`config.mk`:
```
export PLATFORM = sky130hd
export DESIGN_NAME = serial_adder
export DESIGN_NICKNAME = d
export VERILOG_FILES = /design/src/rtl/serial_adder.sv
export SDC_FILE = /design/constraint.sdc
export NUM_CORES = 1
export LEC_CHECK = 0
export ABC_AREA = 0
export CAP_MARGIN = 20
export CELL_PAD_IN_SITES_DETAIL_PLACEMENT = 0
export CELL_PAD_IN_SITES_GLOBAL_PLACEMENT = 1
export CORE_UTILIZATION = 52
export CTS_CLUSTER_SIZE = 8
export DETAILED_ROUTE_END_ITERATION = 6
export DONT_BUFFER_PORTS = 1
export PLACE_DENSITY_LB_ADDON = 0.1
export SYNTH_ARGS = -nofsm -noshare
export SYNTH_HDL_FRONTEND = slang
export SYNTH_SLANG_ARGS = --single-unit
```
`constraint.sdc`:
```
create_clock -name clk -period 2.9 [get_ports clk]
set_input_delay 0.29 -clock clk [delete_from_list [all_inputs] [get_ports clk]]
set_output_delay 0.29 -clock clk [all_outputs]
set_load 0.05 [all_outputs]
```
`src/rtl/serial_adder.sv`:
```
// Bit-serial adder: sums two WIDTH-bit operands LSB-first, one bit per clock,
// through a single full-adder cell (two half-adder stages + registered carry).
module serial_adder #(
    parameter int unsigned WIDTH = 8
) (
    input  logic             clk,
    input  logic             rst_n,
    input  logic             start,
    input  logic [WIDTH-1:0] a,
    input  logic [WIDTH-1:0] b,
    input  logic             cin,
    output logic             busy,
    output logic             done,
    output logic [WIDTH-1:0] sum,
    output logic             cout
);

    localparam int unsigned CW = $clog2(WIDTH);
    localparam logic [CW-1:0] LAST = CW'(WIDTH - 1);

    typedef enum logic [1:0] {
        IDLE  = 2'd0,
        SHIFT = 2'd1,
        DONE  = 2'd2
    } state_t;

    state_t           state;
    logic [WIDTH-1:0] a_sr;
    logic [WIDTH-1:0] b_sr;
    logic [WIDTH-1:0] s_sr;
    logic             c;
    logic [CW-1:0]    cnt;

    logic             p;
    logic             g1;
    logic             s_bit;
    logic             g2;
    logic             c_next;
    logic [WIDTH-1:0] s_next;

    // Full-adder cell from two half-adders, plus the shifted result it produces
    always_comb begin
        p      = a_sr[0] ^ b_sr[0];
        g1     = a_sr[0] & b_sr[0];
        s_bit  = p ^ c;
        g2     = p & c;
        c_next = g1 | g2;
        s_next = {s_bit, s_sr[WIDTH-1:1]};
    end

    // Control FSM, datapath shift registers and registered outputs
    always_ff @(posedge clk or negedge rst_n) begin
        if (!rst_n) begin
            state <= IDLE;
            a_sr  <= '0;
            b_sr  <= '0;
            s_sr  <= '0;
            c     <= 1'b0;
            cnt   <= '0;
            busy  <= 1'b0;
            done  <= 1'b0;
            sum   <= '0;
            cout  <= 1'b0;
        end else begin
            case (state)
                IDLE: begin
                    if (start) begin
                        a_sr  <= a;
                        b_sr  <= b;
                        c     <= cin;
                        cnt   <= '0;
                        s_sr  <= '0;
                        busy  <= 1'b1;
                        state <= SHIFT;
                    end
                end
                SHIFT: begin
                    a_sr <= a_sr >> 1;
                    b_sr <= b_sr >> 1;
                    s_sr <= s_next;
                    c    <= c_next;
                    cnt  <= cnt + CW'(1);
                    // Last bit: publish the result and pulse done
                    if (cnt == LAST) begin
                        sum   <= s_next;
                        cout  <= c_next;
                        busy  <= 1'b0;
                        done  <= 1'b1;
                        state <= DONE;
                    end
                end
                DONE: begin
                    done  <= 1'b0;
                    state <= IDLE;
                end
                default: begin
                    busy  <= 1'b0;
                    done  <= 1'b0;
                    state <= IDLE;
                end
            endcase
        end
    end

endmodule

```
==> flow_summary_export.csv, run 1 <==
group,metric,value,unit
run_status,outcome,"complete, no violations",
cts,clock-sinks,40,
floorplan,start_util,0.5679,
grt,grt_pass1_vias,1164,
cts,cts_buffers,5,
critical_path,cp_num_buf_inv,0,
final_layout,fillers,283,
pwr,switchingPower,0.9756,mW
grt,grt_usage,0.2080,
critical_path,required,3.17,ns
final_layout,syn2layout_area_growth,6.219,%
critical_path,worst-r2r-setup-slack,1.35,ns
cts,path_clk_slew,0.12,ns
pwr,p_seq_frac,0.541,
cts,cts_resized,0,
detailed_routing,drt_iter0_markers,80,
logic_synthesis,ys_ff_latch,40,
sta,period_minus_slack,1.547,ns
sta,skew,0.007144,ns
pwr,swShare,0.4200,
detailed_routing,drc,0,
logic_synthesis,ys_warn_count,0,
critical_path,critPathLaunchType,"flip-flop",
detailed_routing,dr_total_vias,1174,
flow_run,drv_cap,0,
pwr,power.internal,1.347,mW
floorplan,core_area,0.003153,mm^2
logic_synthesis,synth_fp_nets,175,
sta,finalMaxSlewViolations,0,
final_layout,utilization,0.6032,
hold_path,hold_start,"b[7]",
grt,grt_overflow,0,
hold_path,hp-class,"in2reg",
sta,grt_setup_unrepaired,"false",
cts,cts_root_buf,"clkbuf_4",
logic_synthesis,ys_types,26,
final_layout,final_cell_mix,"40 x dfrtp_1, 24 x nor3_1, 15 x o22ai_1",
final_layout,antennaDiodeCount,0,
sta,tightest_slew,0.5840,ns
logic_synthesis,netlist_area,0.001790,mm^2
logic_synthesis,synth_area_per_cell,11.78,um^2
hold_path,hold_depth,2,
final_layout,seqCellArea,0.001001,mm^2
placed_design,io_buffers,0,
sta,setup_viol,0,
detailed_routing,first_pass_iters,4,
pwr,peakVddDrop,0.0005767,V
placed_design,preCtsSetupSlack,1.380,ns
pwr,powerDensity,1221,mW/mm^2
final_layout,layout_commonest_cell,"dfrtp_1",
detailed_routing,wirelength,3267,um
pwr,power.share.clock,0.156,
detailed_routing,wl_per_cell,16.67,um
floorplan,ios,31,
grt,grt_pass1_wl,5540,um
critical_path,path_cells,"nand2b_1 > o22ai_1 > nor3_1",
sta,finalSetupTns,0,ns
sta,whs,0.06637,ns
critical_path,path_delay_family,"simple AND/OR/NAND/NOR gates",
floorplan,chipWidth,60.68,um
sta,fmax,646.4,MHz
sta,fin_crit_sh,0.5335,
final_layout,final_nets,174,
final_layout,multi_input_area,716.9,um^2
cts,post-cts-setup-buffers,0,
critical_path,cpMaxStageDelayCell,"dfrtp_1",
logic_synthesis,ys_seq_area_frac,0.5590,
critical_path,slowest_delay,0.58,ns
sta,finalWorstSetupSlack,1.353,ns
cts,postCtsHoldBufs,2,
sta,maxSlewHeadroom,0.6107,
critical_path,worstRegToRegCells,3,
floorplan,die_h,60.68,um
cts,htreeDepth,2,
pwr,combPwrFrac,0.303,
detailed_routing,viasPerCell,5.990,
grt,grt_max_degree,41,
critical_path,arrival,1.82,ns
cts,cts-root-to-sink-buffers,2,
floorplan,std_cell_rows,20,
critical_path,cp-end-kind,"flip-flop",
logic_synthesis,synth_cells,152,
pwr,p_leak,0.8351,nW
critical_path,r2r-end,"a_sr[6]",
sta,hold_violations,0,
grt,antenna_found_initial,0,
cts,clk-insertion-delay-late,0.34,ns
hold_path,hold_path_end,"b_sr[7]",
placed_design,routabilityCongestion,0.6885,
final_layout,final_layout_size_suffix_gt1_frac,0.1645,
critical_path,critPathMaxFanout,16,
detailed_routing,ant_nets,0,
floorplan,die_area,0.003682,mm^2
critical_path,crit_type,"reg2reg",
cts,cts_tree,"yes",
critical_path,timing.rr.start,"state[1]",
pwr,power,2.323,mW
placed_design,hpwl,2108,um
==> synthesized netlist by cell type (all sizes together) <==
cell,instances,area share
o21ai,6,0.017
or2,1,0.0035
nor2b,2,0.011
inv,3,0.0063
o32ai,7,0.034
clkbuf,2,0.0042
a21oi,1,0.0028
mux2,9,0.075
ha,2,0.014
nor3,24,0.067
fa,1,0.011
o22ai,15,0.052
a22o,9,0.044
buf,9,0.030
nand2b,2,0.011
nand2,5,0.020
o21bai,1,0.0063
dfrtp,40,0.56
mux2i,1,0.0056
nor2,12,0.025
==> metrics by stage <==
| stage | instances | instance area [um^2] |
|---|---|---|
| after detailed placement | 186 | 1792 |
| after global placement | 186 | 1792 |
| final | 196 | 1902 |
| after global routing | 196 | 1902 |
| after CTS | 196 | 1902 |
| after floorplan | 152 | 1790 |
==> power by group through the flow <==
stage          combinational, mW  sequential, mW  clock (mW)
6_report                   0.704            1.26       0.363
4_1_cts                    0.714            1.26       0.373
2_1_floorplan              0.631            1.21           0
3_5_place_dp               0.694            1.27           0
3_3_place_gp               0.667            1.26           0
5_1_grt                    0.801            1.29       0.399
==> area by class of cell <==
type                    count  share of cell area
flip-flops and latches     40              0.5263
well taps                  44             0.02895
inverters                   3            0.005921
repair buffers              3             0.01974
clock buffers               5             0.01974
multi-input cells          98              0.3770
clock inverters             3             0.02237
==> per-layer routing <==
| metal | GRT usage | up-vias | routed length [um] |
|---|---|---|---|
| met3 | 0.06397 | 5 | 206 |
| met1 | 0.2960 | 571 | 1573 |
| met2 | 0.2951 | 36 | 1440 |
| met4 | 0.08766 | 0 | 47 |
| li1 | - | 562 | - |
| met5 | 0 | - | 0 |
==> worst max-delay path by stage <==
| stage | slack [ns] | from | cells after the start | endpoint |
|---|---|---|---|---|
| after floorplan | 1.51 | cnt[0] | 4 | cout |
| after global placement | 1.43 | cnt[0] | 4 | sum[3] |
| after detailed placement | 1.38 | state[1] | 3 | a_sr[6] |
| after CTS | 1.35 | state[1] | 3 | a_sr[6] |
| after global routing | 1.22 | state[1] | 3 | a_sr[5] |
| final | 1.35 | state[1] | 3 | a_sr[6] |
==> registers in the layout (all words and copies together), names as in the netlist <==
signal	count
a_sr	8
b_sr	8
sum	8
s_sr	7
cnt	3
state	2
busy	1
c	1
cout	1
done	1
==> kinds of logic (layout without fill, tap and decap cells) <==
group | count (synthesis) | after routing | share of synthesized area
simple gates | 46 | 46 | 0.1377
flops | 40 | 40 | 0.5590
compound gates | 39 | 39 | 0.1565
buf+inv | 14 | 14 | 0.04053
mux | 10 | 10 | 0.08106
fa+ha+maj | 3 | 3 | 0.02516
Note: power is estimated with default switching activity, not from simulation.
==> inputs of run 2 (changes only) <==
--- a/config.mk
+++ b/config.mk
@@ -9,7 +9,7 @@
 export CAP_MARGIN = 20
 export CELL_PAD_IN_SITES_DETAIL_PLACEMENT = 0
 export CELL_PAD_IN_SITES_GLOBAL_PLACEMENT = 1
-export CORE_UTILIZATION = 52
+export CORE_UTILIZATION = 49
 export CTS_CLUSTER_SIZE = 8
 export DETAILED_ROUTE_END_ITERATION = 6
 export DONT_BUFFER_PORTS = 1
==> constraint.sdc (replaced) <==
create_clock -name clk -period 1.5 [get_ports clk]
set_input_delay 0.15 -clock clk [delete_from_list [all_inputs] [get_ports clk]]
set_output_delay 0.15 -clock clk [all_outputs]
set_load 0.05 [all_outputs]
==> run 2 against run 1 <==
  * First-iteration DRC count decreased by 18%
  * Clock-buffer cell count unchanged
  * Largest cell class unchanged
  * Cell count increased by 12%
==> flow_summary_export.csv, run 2 (same netlist as run 1, synthesis figures left out) <==
group,metric,value,unit
final_layout,final_layout_size_suffix_gt1_frac,0.2241,
final_layout,final_cell_mix,"40 x dfrtp_1, 24 x nor3_1, 15 x o22ai_1",
floorplan,std_cell_rows,21,
critical_path,critPathMaxFanout,10,
detailed_routing,met3RoutedLength,135,um
final_layout,fillers,293,
cts,cts-root-to-sink-buffers,2,
critical_path,required,1.74,ns
sta,setup_viol,0,
cts,htreeDepth,2,
floorplan,die_area,0.003900,mm^2
grt,antenna_found_initial,0,
final_layout,utilization,0.6084,
critical_path,cp_num_buf_inv,0,
critical_path,cp-end-kind,"flip-flop",
detailed_routing,dr_total_vias,1260,
cts,clk-insertion-delay-late,0.35,ns
critical_path,critPathLaunchType,"flip-flop",
flow_run,drv_cap,0,
sta,finalSetupTns,0,ns
detailed_routing,viasPerCell,5.727,
pwr,p_leak,0.9354,nW
pwr,powerDensity,2230,mW/mm^2
detailed_routing,drc,0,
hold_path,hp-class,"in2reg",
sta,hold_violations,0,
floorplan,ios,31,
detailed_routing,wirelength,3480,um
sta,finalMaxSlewViolations,0,
cts,clock-sinks,40,
detailed_routing,ant_nets,0,
sta,period_minus_slack,1.444,ns
final_layout,syn2layout_area_growth,16.07,%
critical_path,cpMaxStageDelayCell,"dfrtp_1",
placed_design,hpwl,2317,um
placed_design,dpl_cell_area,0.001912,mm^2
grt,grt_pass1_wl,5968,um
critical_path,path_common_cell,"ha_1",
floorplan,chipWidth,62.45,um
final_layout,reg.largest.list,"a_sr: 8 flops, b_sr: 8 flops, sum: 8 flops",
pwr,peakVddDrop,0.001077,V
placed_design,io_buffers,0,
detailed_routing,met1_length,1721,um
grt,grt_overflow,0,
cts,cts_buffers,5,
critical_path,path_cells,"ha_1 > ha_1 > nand2_8 > mux2_4",
floorplan,core_area,0.003416,mm^2
pwr,power,4.635,mW
grt,grt_usage,0.1983,
floorplan,start_util,0.5242,
grt,grt_pass1_vias,1279,
critical_path,slowest_delay,0.42,ns
detailed_routing,routed.top_layer,"met4",
floorplan,die_h,62.45,um
sta,maxSlewHeadroom,0.6841,
cts,cts_root_buf,"clkbuf_4",
cts,cts_tree,"yes",
sta,fin_crit_sh,0.9629,
grt,grt_max_degree,41,
final_layout,layout_commonest_cell,"dfrtp_1",
sta,tightest_slew,0.4738,ns
final_layout,final_nets,196,
cts,path_clk_slew,0.12,ns
sta,skew,0.009729,ns
run_status,outcome,"complete, no violations",
critical_path,crit_type,"reg2reg",
critical_path,path_delay_family,"adder cells",
detailed_routing,wl_per_cell,15.82,um
final_layout,antennaDiodeCount,0,
sta,whs,0.01210,ns
placed_design,routabilityCongestion,0.7919,
detailed_routing,drt_iter0_markers,66,
critical_path,arrival,1.69,ns
final_layout,fin_area,0.002078,mm^2
detailed_routing,first_pass_iters,4,
sta,fmax,692.3,MHz
sta,grt_setup_unrepaired,"false",
detailed_routing,wl_met2,1551,um
-- run 2: final timing paths --
path	startpoint	to	slack [ns]	cells past startpoint
max	cnt[0]	sum[2]	0.06	4
min	b[1]	b_sr[1]	0.01	2
max reg2reg	cnt[0]	sum[2]	0.06	4
min reg2reg	cnt[0]	cnt[0]	0.51	1
max in group asynchronous	rst_n	b_sr[7]	1.06	2
min in group asynchronous	rst_n	b_sr[4]	0.24	2
-- run 2: metal layers --
| layer | global-route usage | up-vias |
|---|---|---|
| met5 | 0 | - |
| met4 | 0.07849 | 0 |
| met3 | 0.04015 | 8 |
| met2 | 0.2921 | 30 |
| met1 | 0.2880 | 610 |
| li1 | - | 612 |
-- run 2: worst register-to-register path: cells and delay by family (launching register included) --
family,cells,cell delay [ns]
mux,1,0.31
flops,1,0.42
fa+ha+maj,2,0.47
simple gates,1,0.15
-- run 2: metrics by stage --
step | worst slack (ns) | std cells
after floorplan | 0.1120 | 152
after global placement | 0.1118 | 202
after detailed placement | 0.06063 | 202
after CTS | 0.05057 | 220
after global routing | 0.006284 | 220
final | 0.05560 | 220
-- run 2: repair_timing --
action | 4_1_cts | 5_1_grt
hold buffers | 10 | 0
hold endpoints to repair | 48 | 0
setup buffers | 0 | 0
gates resized for setup | 0 | 0
-- run 2: final cells by class --
type,count,area (um^2),area share
sequential,40,1001,0.4816
multi-input combinational,98,716.9,0.3450
timing repair buffer,25,235.2,0.1132
tap,46,57.56,0.02769
clock buffer,5,37.54,0.01806
clock inverter,3,18.77,0.009031
inverter,3,11.26,0.005418
-- run 2: power by group --
group	switching (mW)	leakage, nW	total, mW	internal (mW)
sequential	0.427	0.488	1.99	1.56
clock	0.354	0.0349	0.534	0.180
combinational	1.17	0.412	2.11	0.943
==> inputs of run 3 (changes only) <==
--- a/config.mk
+++ b/config.mk
@@ -5,7 +5,7 @@
 export SDC_FILE = /design/constraint.sdc
 export NUM_CORES = 1
 export LEC_CHECK = 0
-export ABC_AREA = 0
+export ABC_CLOCK_PERIOD_IN_PS = 1500
 export CAP_MARGIN = 20
 export CELL_PAD_IN_SITES_DETAIL_PLACEMENT = 0
 export CELL_PAD_IN_SITES_GLOBAL_PLACEMENT = 1
==> results of run 3 <==
No change in the layout: final DEF, timing and power equal those of run 2.
